File: src/rtl/ysyx_25040105_pkg.sv
// ysyx_25040105_pkg: shared types and constants for the instruction fetch unit
package ysyx_25040105_pkg;
    localparam int XLEN = 32;
    localparam logic [XLEN-1:0] RESET_PC_DEFAULT = 32'h8000_0000;
    localparam logic [XLEN-1:0] NOP_INST = 32'h0000_0013;
    typedef enum logic [1:0] {BOOT, REQ, WAIT, OUT} ifu_state_t;
endpackage

File: src/rtl/ysyx_25040105_ifu_pc.sv
// ysyx_25040105_ifu_pc: program counter with +4 advance and redirect override
module ysyx_25040105_ifu_pc import ysyx_25040105_pkg::*; #(
    parameter logic [XLEN-1:0] RESET_PC = RESET_PC_DEFAULT
) (
    input  logic            clk,
    input  logic            rst_n,
    input  logic            advance,
    input  logic            redirect_valid,
    input  logic [XLEN-1:0] redirect_pc,
    output logic [XLEN-1:0] pc
);
    logic [XLEN-1:0] pc_q, pc_d;
    // a redirect always beats a sequential advance
    assign pc_d = redirect_valid ? redirect_pc : advance ? pc_q + 32'd4 : pc_q;
    always_ff @(posedge clk) begin
        if (!rst_n) pc_q <= RESET_PC;
        else        pc_q <= pc_d;
    end
    assign pc = pc_q;
endmodule

File: src/rtl/ysyx_25040105_ifu.sv
// ysyx_25040105_ifu: one-in-flight instruction fetch with redirect squash
module ysyx_25040105_ifu #(
    parameter logic [31:0] RESET_PC = 32'h8000_0000,
    parameter logic [31:0] NOP_INST = 32'h0000_0013
) (
    input  logic        clk,
    input  logic        rst_n,
    output logic        imem_req_valid,
    input  logic        imem_req_ready,
    output logic [31:0] imem_req_addr,
    input  logic        imem_resp_valid,
    output logic        imem_resp_ready,
    input  logic [31:0] imem_resp_data,
    input  logic        imem_resp_err,
    output logic        inst_valid,
    input  logic        inst_ready,
    output logic [31:0] inst,
    output logic [31:0] inst_pc,
    output logic        inst_fault,
    input  logic        redirect_valid,
    input  logic [31:0] redirect_pc
);
    import ysyx_25040105_pkg::*;
    ifu_state_t  state_q, state_d;
    logic        drop_q, drop_d, fault_q, fault_d, misaligned;
    logic [31:0] inst_q, inst_d, inst_pc_q, inst_pc_d, pc;
    ysyx_25040105_ifu_pc #(.RESET_PC(RESET_PC)) u_pc (
        .clk            (clk),
        .rst_n          (rst_n),
        .advance        (inst_valid && inst_ready),
        .redirect_valid (redirect_valid),
        .redirect_pc    (redirect_pc),
        .pc             (pc)
    );
    assign misaligned      = pc[1:0] != 2'b00;
    assign imem_req_valid  = state_q == REQ && !misaligned;
    assign imem_req_addr   = pc;
    assign imem_resp_ready = state_q == WAIT;
    assign inst_valid      = state_q == OUT;
    assign inst            = inst_q;
    assign inst_pc         = inst_pc_q;
    assign inst_fault      = fault_q;
    always_comb begin
        state_d   = state_q;
        drop_d    = drop_q;
        inst_d    = inst_q;
        inst_pc_d = inst_pc_q;
        fault_d   = fault_q;
        unique case (state_q)
            BOOT: state_d = REQ;
            REQ: begin
                if (redirect_valid) begin
                    // an accepted request for the old pc must be discarded on return
                    if (imem_req_valid && imem_req_ready) begin
                        state_d = WAIT;
                        drop_d  = 1'b1;
                    end
                end else if (misaligned) begin
                    state_d   = OUT;
                    inst_d    = NOP_INST;
                    fault_d   = 1'b1;
                    inst_pc_d = pc;
                end else if (imem_req_ready) begin
                    state_d = WAIT;
                end
            end
            WAIT: begin
                if (imem_resp_valid) begin
                    state_d = (redirect_valid || drop_q) ? REQ : OUT;
                    drop_d  = 1'b0;
                    if (!redirect_valid && !drop_q) begin
                        inst_d    = imem_resp_err ? NOP_INST : imem_resp_data;
                        fault_d   = imem_resp_err;
                        inst_pc_d = pc;
                    end
                end else if (redirect_valid) begin
                    drop_d = 1'b1;
                end
            end
            OUT: state_d = (redirect_valid || inst_ready) ? REQ : OUT;
        endcase
    end
    always_ff @(posedge clk) begin
        if (!rst_n) begin
            state_q   <= BOOT;
            drop_q    <= 1'b0;
            inst_q    <= 32'd0;
            inst_pc_q <= RESET_PC;
            fault_q   <= 1'b0;
        end else begin
            state_q   <= state_d;
            drop_q    <= drop_d;
            inst_q    <= inst_d;
            inst_pc_q <= inst_pc_d;
            fault_q   <= fault_d;
        end
    end
endmodule

File: config.mk
export PLATFORM = sky130hd
export DESIGN_NAME = ysyx_25040105_ifu
export DESIGN_NICKNAME = d
export VERILOG_FILES = /design/src/rtl/ysyx_25040105_pkg.sv /design/src/rtl/ysyx_25040105_ifu_pc.sv /design/src/rtl/ysyx_25040105_ifu.sv
export SDC_FILE = /design/constraint.sdc
export NUM_CORES = 1
export LEC_CHECK = 0
export ABC_CLOCK_PERIOD_IN_PS = 5600
export BUFFER_PORTS_ARGS = -buffer_cell sky130_fd_sc_hd__buf_4
export CORE_UTILIZATION = 52
export DETAILED_ROUTE_END_ITERATION = 6
export PLACE_DENSITY = 0.85
export SETUP_SLACK_MARGIN = 0.2
export SLEW_MARGIN = 25
export SYNTH_ARGS = -nofsm -noshare
export SYNTH_HDL_FRONTEND = slang
export SYNTH_SLANG_ARGS = --single-unit
File: constraint.sdc
create_clock -name clk -period 5.6 [get_ports clk]
set_input_delay 0 -clock clk [delete_from_list [all_inputs] [get_ports clk]]
set_output_delay 0 -clock clk [all_outputs]
set_load 0.005 [all_outputs]
# Word-level counts from Yosys, hierarchy flattened
# Cells that the tools add are included.
dict set report op_classes {
  add_sub_neg 1
  eq_ne 12
  muxes 31
  reduce_logical 16
}
# op count
set ops {}
lappend ops {{$mux W32} 11}
lappend ops {{$pmux W32 S2} 2}
lappend ops {{$add A32 B3 Y32 const B} 1}
lappend ops {{$mux W2} 7}
lappend ops {{$mux W1} 8}
lappend ops {{$ne A2 B2 Y1 const B} 4}
lappend ops {{$pmux W2 S4} 1}
lappend ops {{$ne A3 B2 Y1 const B} 2}
lappend ops {{$reduce_bool A2 Y1} 3}
lappend ops {{$reduce_and A5 Y1} 1}
lappend ops {{$eq A2 B2 Y1 const B} 2}
lappend ops {{$logic_and A1 B1 Y1} 4}
lappend ops {{$ne A2 B1 Y1 const B} 2}
lappend ops {{$ne A4 B4 Y1 const B} 1}
lappend ops {{$pmux W1 S2} 2}
lappend ops {{$reduce_and A4 Y1} 1}
lappend ops {{$logic_not A1 Y1} 3}
lappend ops {{$reduce_and A3 Y1} 1}
lappend ops {{$eq A2 B1 Y1 const B} 1}
lappend ops {{$logic_not A2 Y1} 1}
lappend ops {{$logic_or A1 B1 Y1} 2}
dict set report word_totals {
  output_inout_bits 100
  input_bits 71
  regBits 100
}

# Depth between registers and ports, before layout
dict set report logic_depth {
  depth_word 7
  depth_mapped 8
}

# By module
# A second synthesis with hierarchy kept.
dict set report unflattened {
  hier_cells 538
  area_unflattened_um2 4436.8
}
# module seq_area_each_um2 cells_each n_inst area_per_inst_um2
set by_module_without_submodules {}
lappend by_module_without_submodules {ysyx_25040105_ifu 1361.3 329 1 2726.4}
lappend by_module_without_submodules {ysyx_25040105_ifu_pc 640.6 209 1 1710.4}

# Worst setup path before layout
# OpenSTA, ideal clock, no wires.
dict set report synth_timing {
  path_type {register to register}
  from {reg state_q[0]}
  to {reg inst_q[16] (netlist: inst[16])}
  arrival_time_ns 1.834
  path_stages_with_launch 9
  setup_time_ns 0.117
  path_slack_ns 3.649
  cell_sequence {dfxtp_1 > inv_1 > ha_1 > nand2b_1 > a211oi_2 > nor2_1 > buf_2 > buf_1 > a22o_1}
}
dict set report synth_via {
  elab_chain_len 3
}
# item line_no
set synth_rtl {}
lappend synth_rtl {{start: declaration} ysyx_25040105_ifu.sv:24} ;# ifu_state_t state_q, state_d;
lappend synth_rtl {{start signal: assignment} ysyx_25040105_ifu.sv:91} ;# state_q <= state_d;
lappend synth_rtl {{$eq A2 B2 Y1 (*)} --}
lappend synth_rtl {{via imem_resp_ready} ysyx_25040105_ifu.sv:12} ;# output logic imem_resp_ready,
lappend synth_rtl {{$ne A2 B1 Y1 (no source line), or another cell as far along} --}
lappend synth_rtl {{$reduce_and A5 Y1 (no source line)} --}
lappend synth_rtl {{end signal: assignment} ysyx_25040105_ifu.sv:93} ;# inst_q <= inst_d;
lappend synth_rtl {{end: declaration} ysyx_25040105_ifu.sv:26} ;# logic [31:0] inst_q, inst_d, inst_pc_q, inst_pc_d, pc;
# The timed path passes the listed nets; every way through them passes the cells marked *.
# A chain may end at the register's enable or synchronous reset.

# Worst setup path after layout
dict set report layout_timing {
  from {reg state_q[0]}
  to {reg inst_q[6] (netlist: inst[6])}
}
dict set report layout_via {
  elab_chain_len 3
}
# item line_no
set layout_rtl {}
lappend layout_rtl {{$eq A2 B1 Y1 or $eq A2 B2 Y1 (tied branches)} ysyx_25040105_ifu.sv:49} ;# unique case (state_q)
lappend layout_rtl {{$ne A2 B2 Y1 (no source line), or another cell as far along} --}
lappend layout_rtl {{$reduce_and A5 Y1 (no source line)} --}
# Parallel ways exist; a longest one is shown, timed or not.

==> summary.txt <==
Run status
  – Status: complete, no violations

Detailed routing
  – Vias/cell: 5.841
  – DRT Pass-1 Iters: 5
  – Routed Antenna Nets: 0
  – DRT iter0 DRCs: roughly 300
  – DRC violations left: 0
  – WL/cell: ~18 µm
  – Final wirelength: 13.90 mm
  – Routed via count: approximately 4600

Clock network
  – Clock tree buffer depth: 2
  – Post-CTS Hold Buffers: 63
  – Post-CTS Setup Inserts: 0
  – TritonCTS clock tree: built
  – Clock network latency to the later pin of the worst-skew pair: between 300 and 400 ps
  – Cts bufs inserted: 9
  – Clk pin slew, worst setup/hold paths: roughly 100 ps
  – Post_cts resized: 0
  – CTS root buffer: clkbuf_8
  – CTS sink count: 100
  – Htree depth: 3

Power and ir drop
  – Max VDD drop: about 0.18 mV
  – Standby leakage power: 2.721 nW
  – Total power per unit cell area: 266.5 mW/mm²
  – Tot Pwr: approximately 1.7 mW

Yosys
  – Gate Count Post-Synth: approximately 460
  – Largest area contributor in the netlist: dfxtp_1
  – Synth Flop Type: dfxtp_1
  – Synth top area share: between 40% and 50%
  – Synthesized Nets: around 540
  – Largest cells by area after synthesis: dfxtp_1 47%, mux2i_1 7.5%, a22o_1 5.9%
  – Register area share after synthesis: 46.76%
  – Netlist cell types: 47
  – Post-synth ARST share: 0%
  – EDFF count, synth: 0
  – Syn Std Cell Area: between 0.004 and 0.005 mm²
  – Yosys warns: 0
  – Number of synthesized register bits: 100
  – Avg Synthesized Cell Area: about 9.3 µm²

Hold path
  – Cells on Worst Hold Path: 3
  – Hold WC Path Type: in2reg
  – Min-delay src: redirect_pc[21]
  – Hold worst-path end: u_pc.pc[21]$_SDFFE_PN0P_

GRT
  – All-Layer GR Usage: 32.04%
  – Largest net degree at the start of global routing: 51
  – First-pass GRT wire length: approximately 22 mm
  – Initial antenna violation count: 0
  – GRT overflow: 0
  – Number of global-route vias before repair: between 4000 and 5000

Timing
  – Hold Vio Cnt, Final: 0
  – Final Critical Period: between 2000 and 3000 ps
  – Final period utilization: approximately 46%
  – Clock skew: 13.94 ps
  – Setup WS post-layout: 3017 ps
  – Slew Viols, Final: 0
  – Fin Setup TNS: 0 ps
  – RSZ-0062 raised after global routing: false
  – Max Freq: approximately 390 MHz
  – Slew headroom: a little over two fifths
  – Final setup violation count: 0
  – Worst Tran Pin Value: about 870 ps

Floorplan
  – CORE AREA: 0.007848 mm²
  – Die area: approximately 0.0086 mm²
  – Die width: roughly 90 µm
  – Ports: around 170
  – Initial Utilization: between 50% and 60%
  – Die height: 92.74 µm
  – Row count: 32

Worst setup path
  – Crit-path max FO: 29
  – R2r setup slk: 3020 ps
  – R2R cell count: 7
  – CP arrival: a little under 3000 ps
  – Crit path capture type: register
  – WP data required: around 5900 ps
  – Startpoint types: register
  – CP Class: reg2reg
  – R2r endpoint: inst[6]$_SDFFE_PN0P_
  – Crit Reg-Reg Startpoint: state_q[0]$_SDFFE_PN0P_

Final layout
  – Layout cells sized above 1: roughly 29%
  – Synth-to-layout area growth: 50.09%
  – Ant diodes: 0
  – Final net count: approximately 750
  – Fin area: between 0.006 and 0.007 mm²

Placed design
  – Dpl ws: between 2000 and 3000 ps
  – Final Wtd Congestion: ~0.8
  – Placed cell areas: 0.005617 mm²
  – PortBufs: 170
  – Hpwl dp: 8.449 mm

Job
  – Max-cap viol count: 0
## synth_stat cells, types with 2 or more instances
cell and count:
a211o_1 2, a211oi_1 13, a21oi_1 12, a22o_1 29, a311oi_1 6, a31oi_1 8
and2_1 3, and3_1 10, and4_1 10, buf_2 9, clkbuf_1 21, dfxtp_1 100
ha_1 5, inv_1 10, mux2i_1 32, nand2_1 17, nand2b_1 6, nand3_1 16
nand4_1 10, nor2_1 50, nor2b_1 6, nor3_1 17, nor3b_1 2, nor4_1 2
o2111a_1 2, o211ai_1 4, o21a_1 2, o21ai_0 19, o31ai_1 4, or3_1 4
or4_1 4, xnor2_1 6, xor2_1 4
## flip-flops by register name, indices dropped and copies added, names as in the netlist
| name | count |
|---|---|
| state_q | 2 |
| inst_fault | 1 |
| u_pc.pc | 32 |
| inst | 32 |
| drop_q | 1 |
| inst_pc | 32 |
## per-stage QoR
stage / hold slack (ps) / instances / utilization [%]
floorplan: 125.5 / 459 / -
global placement: 209.7 / 703 / 71.35
detailed placement: 214.0 / 703 / 71.57
CTS: 7.184 / 781 / 81.81
global route: 29.14 / 781 / 81.89
finish: 14.53 / 781 / 81.89
## how the worst max path moves through the flow
stage / startpoint / slack, ps / to / cells after the start
2_1_floorplan: state_q[0]$_SDFFE_PN0P_ / 3650 / inst[16]$_SDFFE_PN0P_ / 8
3_3_place_gp: state_q[0]$_SDFFE_PN0P_ / 2970 / inst[21]$_SDFFE_PN0P_ / 7
3_5_place_dp: state_q[0]$_SDFFE_PN0P_ / 2820 / inst[30]$_SDFFE_PN0P_ / 7
4_1_cts: state_q[0]$_SDFFE_PN0P_ / 2770 / inst[16]$_SDFFE_PN0P_ / 7
5_1_grt: state_q[0]$_SDFFE_PN0P_ / 2890 / inst[6]$_SDFFE_PN0P_ / 7
6_report: state_q[0]$_SDFFE_PN0P_ / 3020 / inst[6]$_SDFFE_PN0P_ / 7
## power breakdown
group,switching [mW],internal [mW],total (mW)
clock,0.257,0.163,0.420
combinational,0.226,0.238,0.464
sequential,0.0597,0.768,0.828
## routing by layer
layer  vias to the layer above  GRT usage, %  routed length, µm
li1                       2118             -                  -
met1                      2173         39.03               5511
met2                       218         55.31               7015
met3                        53         4.516                772
met4                         0         15.64                599
met5                         -             0                  0
## kinds of logic after synthesis
family                   count (synthesis)  share of synthesized area, %
AND/OR/NAND/NOR                        163                         20.13
AO/OA/AOI/OAI                          107                         18.15
flip-flops                             100                         46.76
buffers and inverters                   42                         3.974
multiplexers                            32                         7.481
XOR/XNOR                                10                         2.045
adder cells (fa/ha/maj)                  5                         1.461
## layout make-up
cell class                 count  area [µm²]
clock inverter                 6       48.80
tap                          102       127.6
multi-input combinational    317        2150
inverter                      10       37.54
fill                         474        1421
clock buffer                   9       123.9
sequential                   100        2002
timing repair buffer         237        1937
## worst max-delay path, stage by stage, from the launching register on
cell	delay, ps
dfxtp_1	410
inv_1	90
ha_1	300
nand2b_1	230
a211oi_4	240
buf_4	370
and3_2	620
a22o_1	250
## cells in the final DEF, fill, tap and decap left out, types with 2 or more instances in the layout
cell / Yosys / final
clkinvlp_4: 0 / 3
o21ai_0: 19 / 19
o2111a_1: 2 / 2
clkbuf_8: 0 / 9
and3_1: 10 / 9
nor2_1: 50 / 49
o211ai_1: 4 / 4
a21oi_1: 12 / 12
nor3b_1: 2 / 2
nand2_1: 17 / 17
dlygate4sd3_1: 0 / 63
inv_6: 0 / 2
xor2_1: 4 / 4
nor4_4: 0 / 2
or4_1: 4 / 4
nand3_1: 16 / 16
buf_4: 0 / 174
and2_1: 3 / 3
a31oi_1: 8 / 8
o21a_1: 2 / 2
a211o_1: 2 / 2
nor2b_1: 6 / 6
xnor2_1: 6 / 6
o31ai_1: 4 / 4
ha_1: 5 / 5
mux2i_1: 32 / 32
or3_1: 4 / 4
nor3_1: 17 / 17
and4_1: 10 / 10
nand2b_1: 6 / 6
a22o_1: 29 / 29
a211oi_1: 13 / 13
dfxtp_1: 100 / 100
a311oi_1: 6 / 6
inv_1: 10 / 9
nand4_1: 10 / 10
(Power assumes the default switching activity.)
